--- src/rtl/mem_arbiter.sv ---
// mem_arbiter: shares the byte-serial RAM port between instruction fetch (IF)
// and load/store (MEM). It accepts one request at a time, issues it with a
// single mc_req pulse, waits for mc_done and then returns the result to the
// requester that owns the transaction with a one-cycle done pulse.
module mem_arbiter #(
    parameter int ADDR_W = 32,
    parameter int DATA_W = 32
) (
    input  logic              clk,
    input  logic              rst,
    input  logic              rdy_in,
    input  logic              flush,
    // instruction fetch side
    input  logic              if_req,
    input  logic [ADDR_W-1:0] if_addr,
    output logic              if_done,
    output logic [DATA_W-1:0] if_inst,
    // load/store side
    input  logic              mem_req,
    input  logic              mem_we,
    input  logic [1:0]        mem_mask,
    input  logic [ADDR_W-1:0] mem_addr,
    input  logic [DATA_W-1:0] mem_wdata,
    output logic              mem_done,
    output logic [DATA_W-1:0] mem_rdata,
    // memory controller side
    output logic              mc_req,
    output logic              mc_we,
    output logic [1:0]        mc_mask,
    output logic [ADDR_W-1:0] mc_addr,
    output logic [DATA_W-1:0] mc_wdata,
    input  logic              mc_done,
    input  logic [DATA_W-1:0] mc_rdata,
    // stall requests
    output logic              stall_if,
    output logic              stall_mem
);

    localparam logic [2:0] S_IDLE      = 3'd0;
    localparam logic [2:0] S_GRANT_IF  = 3'd1;
    localparam logic [2:0] S_WAIT_IF   = 3'd2;
    localparam logic [2:0] S_GRANT_MEM = 3'd3;
    localparam logic [2:0] S_WAIT_MEM  = 3'd4;
    localparam logic [2:0] S_RESP      = 3'd5;

    logic [2:0]        state;
    logic [2:0]        state_nxt;
    logic              resp_mem;     // transaction in flight belongs to MEM
    logic              discard;      // flushed fetch: complete downstream, drop result
    logic [DATA_W-1:0] rdata_q;      // result captured on mc_done
    logic [DATA_W-1:0] if_inst_q;
    logic [DATA_W-1:0] mem_rdata_q;
    logic [DATA_W-1:0] wdata_masked;
    logic              mem_valid;

    assign mem_valid = mem_req & (mem_mask != 2'b00);

    // Clear store-data bits above the access width so the controller never sees stale upper bytes.
    always_comb begin
        // NOTE: every always_comb output gets a default first; a missed branch would otherwise infer a latch.
        wdata_masked = mem_wdata;
        case (mem_mask)
            2'b01:   wdata_masked = {{(DATA_W-8){1'b0}}, mem_wdata[7:0]};
            2'b10:   wdata_masked = {{(DATA_W-16){1'b0}}, mem_wdata[15:0]};
            default: wdata_masked = mem_wdata;
        endcase
    end

    // Next-state logic: MEM has fixed priority in IDLE; a flush blocks a new fetch grant.
    always_comb begin
        state_nxt = state;
        case (state)
            S_IDLE: begin
                if (mem_valid)
                    state_nxt = S_GRANT_MEM;
                else if (if_req && !flush)
                    state_nxt = S_GRANT_IF;
            end
            S_GRANT_IF:  state_nxt = S_WAIT_IF;
            S_GRANT_MEM: state_nxt = S_WAIT_MEM;
            S_WAIT_IF:   if (mc_done) state_nxt = S_RESP;
            S_WAIT_MEM:  if (mc_done) state_nxt = S_RESP;
            S_RESP:      state_nxt = S_IDLE;
            default:     state_nxt = S_IDLE;
        endcase
    end

    // Pulses are qualified by rdy_in so a frozen arbiter emits nothing and a GRANT re-pulses on resume.
    // A flush seen during RESP-for-IF suppresses that same-cycle if_done.
    assign mc_req    = rdy_in & ((state == S_GRANT_IF) | (state == S_GRANT_MEM));
    assign if_done   = rdy_in & (state == S_RESP) & ~resp_mem & ~discard & ~flush;
    assign mem_done  = rdy_in & (state == S_RESP) & resp_mem;
    assign if_inst   = if_done  ? rdata_q : if_inst_q;
    assign mem_rdata = mem_done ? rdata_q : mem_rdata_q;
    assign stall_if  = if_req & ~if_done;
    assign stall_mem = mem_valid & ~mem_done;

    // State, request latches, capture and result registers; everything holds while rdy_in is low.
    always_ff @(posedge clk) begin
        // NOTE: sequential state uses non-blocking assignments so every register samples pre-edge values.
        if (rst) begin
            state       <= S_IDLE;
            resp_mem    <= 1'b0;
            discard     <= 1'b0;
            rdata_q     <= '0;
            if_inst_q   <= '0;
            mem_rdata_q <= '0;
            mc_we       <= 1'b0;
            mc_mask     <= 2'b00;
            mc_addr     <= '0;
            mc_wdata    <= '0;
        end else if (rdy_in) begin
            state <= state_nxt;
            case (state)
                S_IDLE: begin
                    if (mem_valid) begin
                        mc_we    <= mem_we;
                        mc_mask  <= mem_mask;
                        mc_addr  <= mem_addr;
                        mc_wdata <= wdata_masked;
                        resp_mem <= 1'b1;
                    end else if (if_req && !flush) begin
                        mc_we    <= 1'b0;
                        mc_mask  <= 2'b11;
                        mc_addr  <= if_addr;
                        mc_wdata <= '0;
                        resp_mem <= 1'b0;
                    end
                end
                S_GRANT_IF, S_WAIT_IF: begin
                    if (flush)
                        discard <= 1'b1;
                    if (state == S_WAIT_IF && mc_done)
                        rdata_q <= mc_we ? '0 : mc_rdata;
                end
                S_WAIT_MEM: begin
                    if (mc_done)
                        rdata_q <= mc_we ? '0 : mc_rdata;
                end
                S_RESP: begin
                    if (if_done)
                        if_inst_q <= rdata_q;
                    if (mem_done)
                        mem_rdata_q <= rdata_q;
                    discard <= 1'b0;
                end
                default: ;
            endcase
        end
    end

endmodule

--- config.mk ---
export PLATFORM = sky130hd
export DESIGN_NAME = mem_arbiter
export DESIGN_NICKNAME = d
export VERILOG_FILES = /design/src/rtl/mem_arbiter.sv
export SDC_FILE = /design/constraint.sdc
export NUM_CORES = 1
export LEC_CHECK = 0
export BUFFER_PORTS_ARGS = -buffer_cell sky130_fd_sc_hd__buf_2
export CORE_ASPECT_RATIO = 0.6
export CORE_MARGIN = 3
export CORE_UTILIZATION = 43
export DETAILED_ROUTE_END_ITERATION = 16
export PLACE_DENSITY = 0.83
export SYNTH_ARGS = -nofsm -noshare
export SYNTH_HDL_FRONTEND = slang
export SYNTH_SLANG_ARGS = --single-unit
export TNS_END_PERCENT = 100
--- constraint.sdc ---
create_clock -name clk -period 2.2 [get_ports clk]
set_input_delay 0.66 -clock clk [delete_from_list [all_inputs] [get_ports clk]]
set_output_delay 0.66 -clock clk [all_outputs]
set_load 0.01 [all_outputs]
Word level (Yosys, flattened, before mapping)
Cells that the tools add are included.

Register bits: 168. Input port bits: 138. Output and inout port bits: 136. Logic and storage cells: 74.

Eq/ne operators: 12. Multiplexer cells: 22. Bitwise operators: 15. Reduce and logical (&&, ||, !) cells: 15.

Operators with widths (count): $mux W32 (9); $pmux W32 S2 (2); $pmux W3 S4 (1); $and A1 B1 Y1 (9); $mux W3 (3); $reduce_and A3 Y1 (3); $reduce_bool A2 Y1 (4); $eq A3 B2 Y1 const B (2); $eq A3 B3 Y1 const B (2); $ne A2 B2 Y1 const B (3); $not A1 Y1 (5); $mux W1 (4); $mux W2 (2); $reduce_and A4 Y1 (1); $reduce_or A2 Y1 (2); $eq A3 B1 Y1 const B (1); $logic_not A3 Y1 (1); $ne A3 B3 Y1 const B (1); $eq A2 B1 Y1 const B (1); $eq A2 B2 Y1 const B (1); $logic_and A1 B1 Y1 (2); $ne A2 B1 Y1 const B (1); $pmux W1 S2 (1); $reduce_and A2 Y1 (1); other kinds (2) (2).

Depth between registers and ports, before layout
Word-level depth: 7. Mapped depth: 8.

Least setup slack after synthesis
Ideal clock, no wire load.

Kind: input to output. From: in rdy_in. To: out if_inst[11]. Arrival time: 1.705 ns. Data required time: 1.540 ns. Path slack: -0.165 ns. Stages: 5. Path buffers: 2. Path through: buf_2 > and4b_1 > nand2_2 > buf_6 > mux2_1.

Cells in the longest elaborated chain, start to end: 5.

RTL lines: from (decl) (line 11) `input logic rdy_in,`; $and A1 B1 Y1 (4 in a row) (line 91) `assign if_done = rdy_in & (state == S_RESP) & ~resp_mem & ~discard & ~flush;`; $mux W32; to (decl) (line 17) `output logic [DATA_W-1:0] if_inst,`.

No other way between the ends.

Final worst setup path
From: reg state[1]. To: out if_inst[3].

Cells in the longest elaborated chain, start to end: 6.

RTL lines: from (decl) (line 46) `logic [2:0] state;`; from (signal assigned) (line 113) `state <= state_nxt;`; $eq A3 B3 Y1 (line 91); $and A1 B1 Y1 (4 in a row) (line 91); $mux W32.

No other way between the ends.

==> metrics.md <==
| Metric | Value |
|---|---|
| Fin cells | `1162` |
| Final Cell Area | `9420 sq um` |
| Post-Syn Area per Cell | `9.74 sq um` |
| EDFF count, synth | `0` |
| Clock latency on the worst-skew pair | `0.41 ns` |
| Depth of the CTS H-tree | `4` |
| Die X | `166 um` |
| Worst min-delay path category | `reg -> reg` |
| Slew Limit Headroom | `0.686` |
| Clk pin slew, worst setup/hold paths | `0.07 ns` |
| Synthesis Warnings | `0` |
| Wire per inst | `16.9 um` |
| Pwr/cell area | `726 nW/um^2` |
| Placeable Area | `14800 sq um` |
| Clk buf depth | `2` |
| Minimum clock period | `2.49 ns` |
| CP Capture Type | `output port` |
| Final net count | `1090` |
| Dpl cell area | `8530 sq um` |
| Share of layout cells above drive strength 1 | `0.436` |
| Sequential share of the synthesized area | `0.508` |
| Register bit total from synthesis | `168` |
| Via count | `5880` |
| Die Y | `102 um` |
| CTS Buf Count | `17` |
| Iteration-0 DRC Markers | `264` |
| DRC viols | `0` |
| Post-DP HPWL | `14.1 mm` |
| Cell row count | `34` |
| TNS Setup | `-16.86 ns` |
| Most frequent cells in the layout | `230 x buf_2, 167 x dfxtp_1, 107 x nand2_1` |
| Failing checks | `setup timing` |
| Routed Antenna Nets | `0` |
| I/O pin total | `274` |
| Fmax | `402 MHz` |
| Initial antenna violation count | `1` |
| Placed instance count | `1127` |
| Syn_nets | `819` |
| Worst reg2reg setup slack | `0.43 ns` |
| Commonest non-fill, non-tap cell in the layout | `buf_2` |
| DR vias/cell | `5.06` |
| Max-slew violation count | `0` |
| Clock sink count | `168` |
| Total gr overflow | `0` |
| Post-synthesis instance total | `679` |
| P&R area growth vs syn | `42.3%` |
| RePlAce Congestion | `0.812` |
| Worst Tran Pin Value | `0.472 ns` |
| Clk_skew | `0.0125 ns` |
| Top_reg_cell synth | `dfxtp_1` |
| Fillers | `1201` |
| Crit start category | `register` |
| GRT Util Overall | `0.228` |
| Final cycle utilization of the critical path | `1.13` |
| Final wirelength | `19.7 mm` |
| Vias in the first global route | `5853` |
| Multi-input gate area | `3180 sq um` |
| Min setup slack post-route | `-0.287 ns` |
| Pin count of the biggest net entering global routing | `103` |
| Max Cap Viol | `0` |
| Final hold violation count | `0` |
| Overall power | `0.00684 W` |
| RSZ-0062 raised after global routing | `true` |
| First-pass DRT Iterations | `4` |
| Synth Cell Area | `6620 sq um` |
| Die ar. | `17000 sq um` |
| Worst-path maximum fanout | `14` |
| Number of buffers added on ports | `273` |
| Outcome | `complete, but fails checks` |
| Count of cell types in the netlist | `36` |
| Setup violations, final | `67` |
| Register area | `3360 sq um` |
| DP Worst Slack | `-0.277 ns` |
| TritonCTS clock tree | `yes` |
| Worst Path Required | `1.54 ns` |
| Peak VDD IR | `0.000498 V` |
| CP arrival | `1.83 ns` |
| FFs w/ async S/R, synth | `0` |
| First-pass GRT wire length | `31.1 mm` |
| Clock root buffer | `clkbuf_16` |
| Initial Util | `0.448` |
| Setup CP Type | `reg -> out` |
| Static leakage | `4.46 nW` |
-- repair_timing --
action,in CTS,in global routing
setup buffers,2,0
hold buffers,0,0
gates cloned,0,0
setup endpoints to repair,68,68
resized for setup,49,4
endpoints found under the hold margin,0,0
-- worst paths after layout --
path / depth (start not counted) / end / from
setup / recovery: 5 / if_inst[3] / state[1]$_SDFFE_PP0P_
hold / removal: 2 / mc_wdata[2]$_SDFFE_PP0P_ / mc_wdata[2]$_SDFFE_PP0P_
setup reg to reg: 7 / mc_wdata[28]$_SDFFE_PP0P_ / state[0]$_SDFFE_PP0P_
hold reg to reg: 2 / mc_wdata[2]$_SDFFE_PP0P_ / mc_wdata[2]$_SDFFE_PP0P_
-- stage by stage --
stage          utilization  hold slack [ns]
5_1_grt              0.638            0.447
6_report             0.638            0.455
4_1_cts              0.636            0.442
3_3_place_gp         0.578            0.437
2_1_floorplan            -            0.440
3_5_place_dp         0.578            0.444
-- per-layer routing --
metal,GRT usage,vias up,part of all wire
li1,-,2872,-
met1,0.300,2775,0.45
met2,0.376,215,0.46
met3,0.0665,18,0.079
met4,0.0530,0,0.0097
met5,0,-,0
-- report_power, final --
group          total [W]  internal (W)  switching, W
logic           0.000722      0.000321      0.000401
clock network    0.00291       0.00155       0.00137
registers        0.00320       0.00314     0.0000588
-- critical path: stages (launching register included) --
cell,delay (ns)
dfxtp_1,0.31
and4b_2,0.35
nand2_4,0.12
buf_12,0.18
mux2_4,0.32
buf_6,0.12
-- flip-flops by register name, summed over array words and instances, names as in the netlist --
register / cells
discard: 1
mem_rdata_q: 32
state: 3
resp_mem: 1
mc_addr: 32
if_inst_q: 32
rdata_q: 32
mc_wdata: 32
mc_we: 1
mc_mask: 2
-- cells by family after synthesis --
group | count (synthesis) | share of synthesized area
flip-flops | 168 | 0.508
buffers and inverters | 64 | 0.0495
XOR/XNOR | 1 | 0.00132
multiplexers | 64 | 0.109
AND/OR/NAND/NOR | 268 | 0.207
adder cells (fa/ha/maj) | 2 | 0.00378
AO/OA/AOI/OAI | 112 | 0.121
-- cell usage after synthesis, types with 7 or more instances --
master      n  area, sq um
a21oi_1    43          215
a22o_1     24          210
a311oi_1   34          298
buf_2      13         65.1
buf_6       7         78.8
clkbuf_1   32          120
dfxtp_1   168         3360
mux2_1     16          180
mux2_2     48          541
nand2_1   107          402
nand3_1     9         45.0
nand3b_1   33          248
nor2_1     38          143
nor2b_1    67          419
-- cell type report --
cell class / instances / share of cell area
well taps: 198 / 0.0263
flip-flops and latches: 168 / 0.357
clock buffers: 18 / 0.0466
repair buffers: 310 / 0.214
multi-input cells: 447 / 0.338
diodes: 1 / 0.000266
clock inverters: 14 / 0.0155
inverters: 6 / 0.00239
No activity file was read; power rests on OpenSTA's default activity.
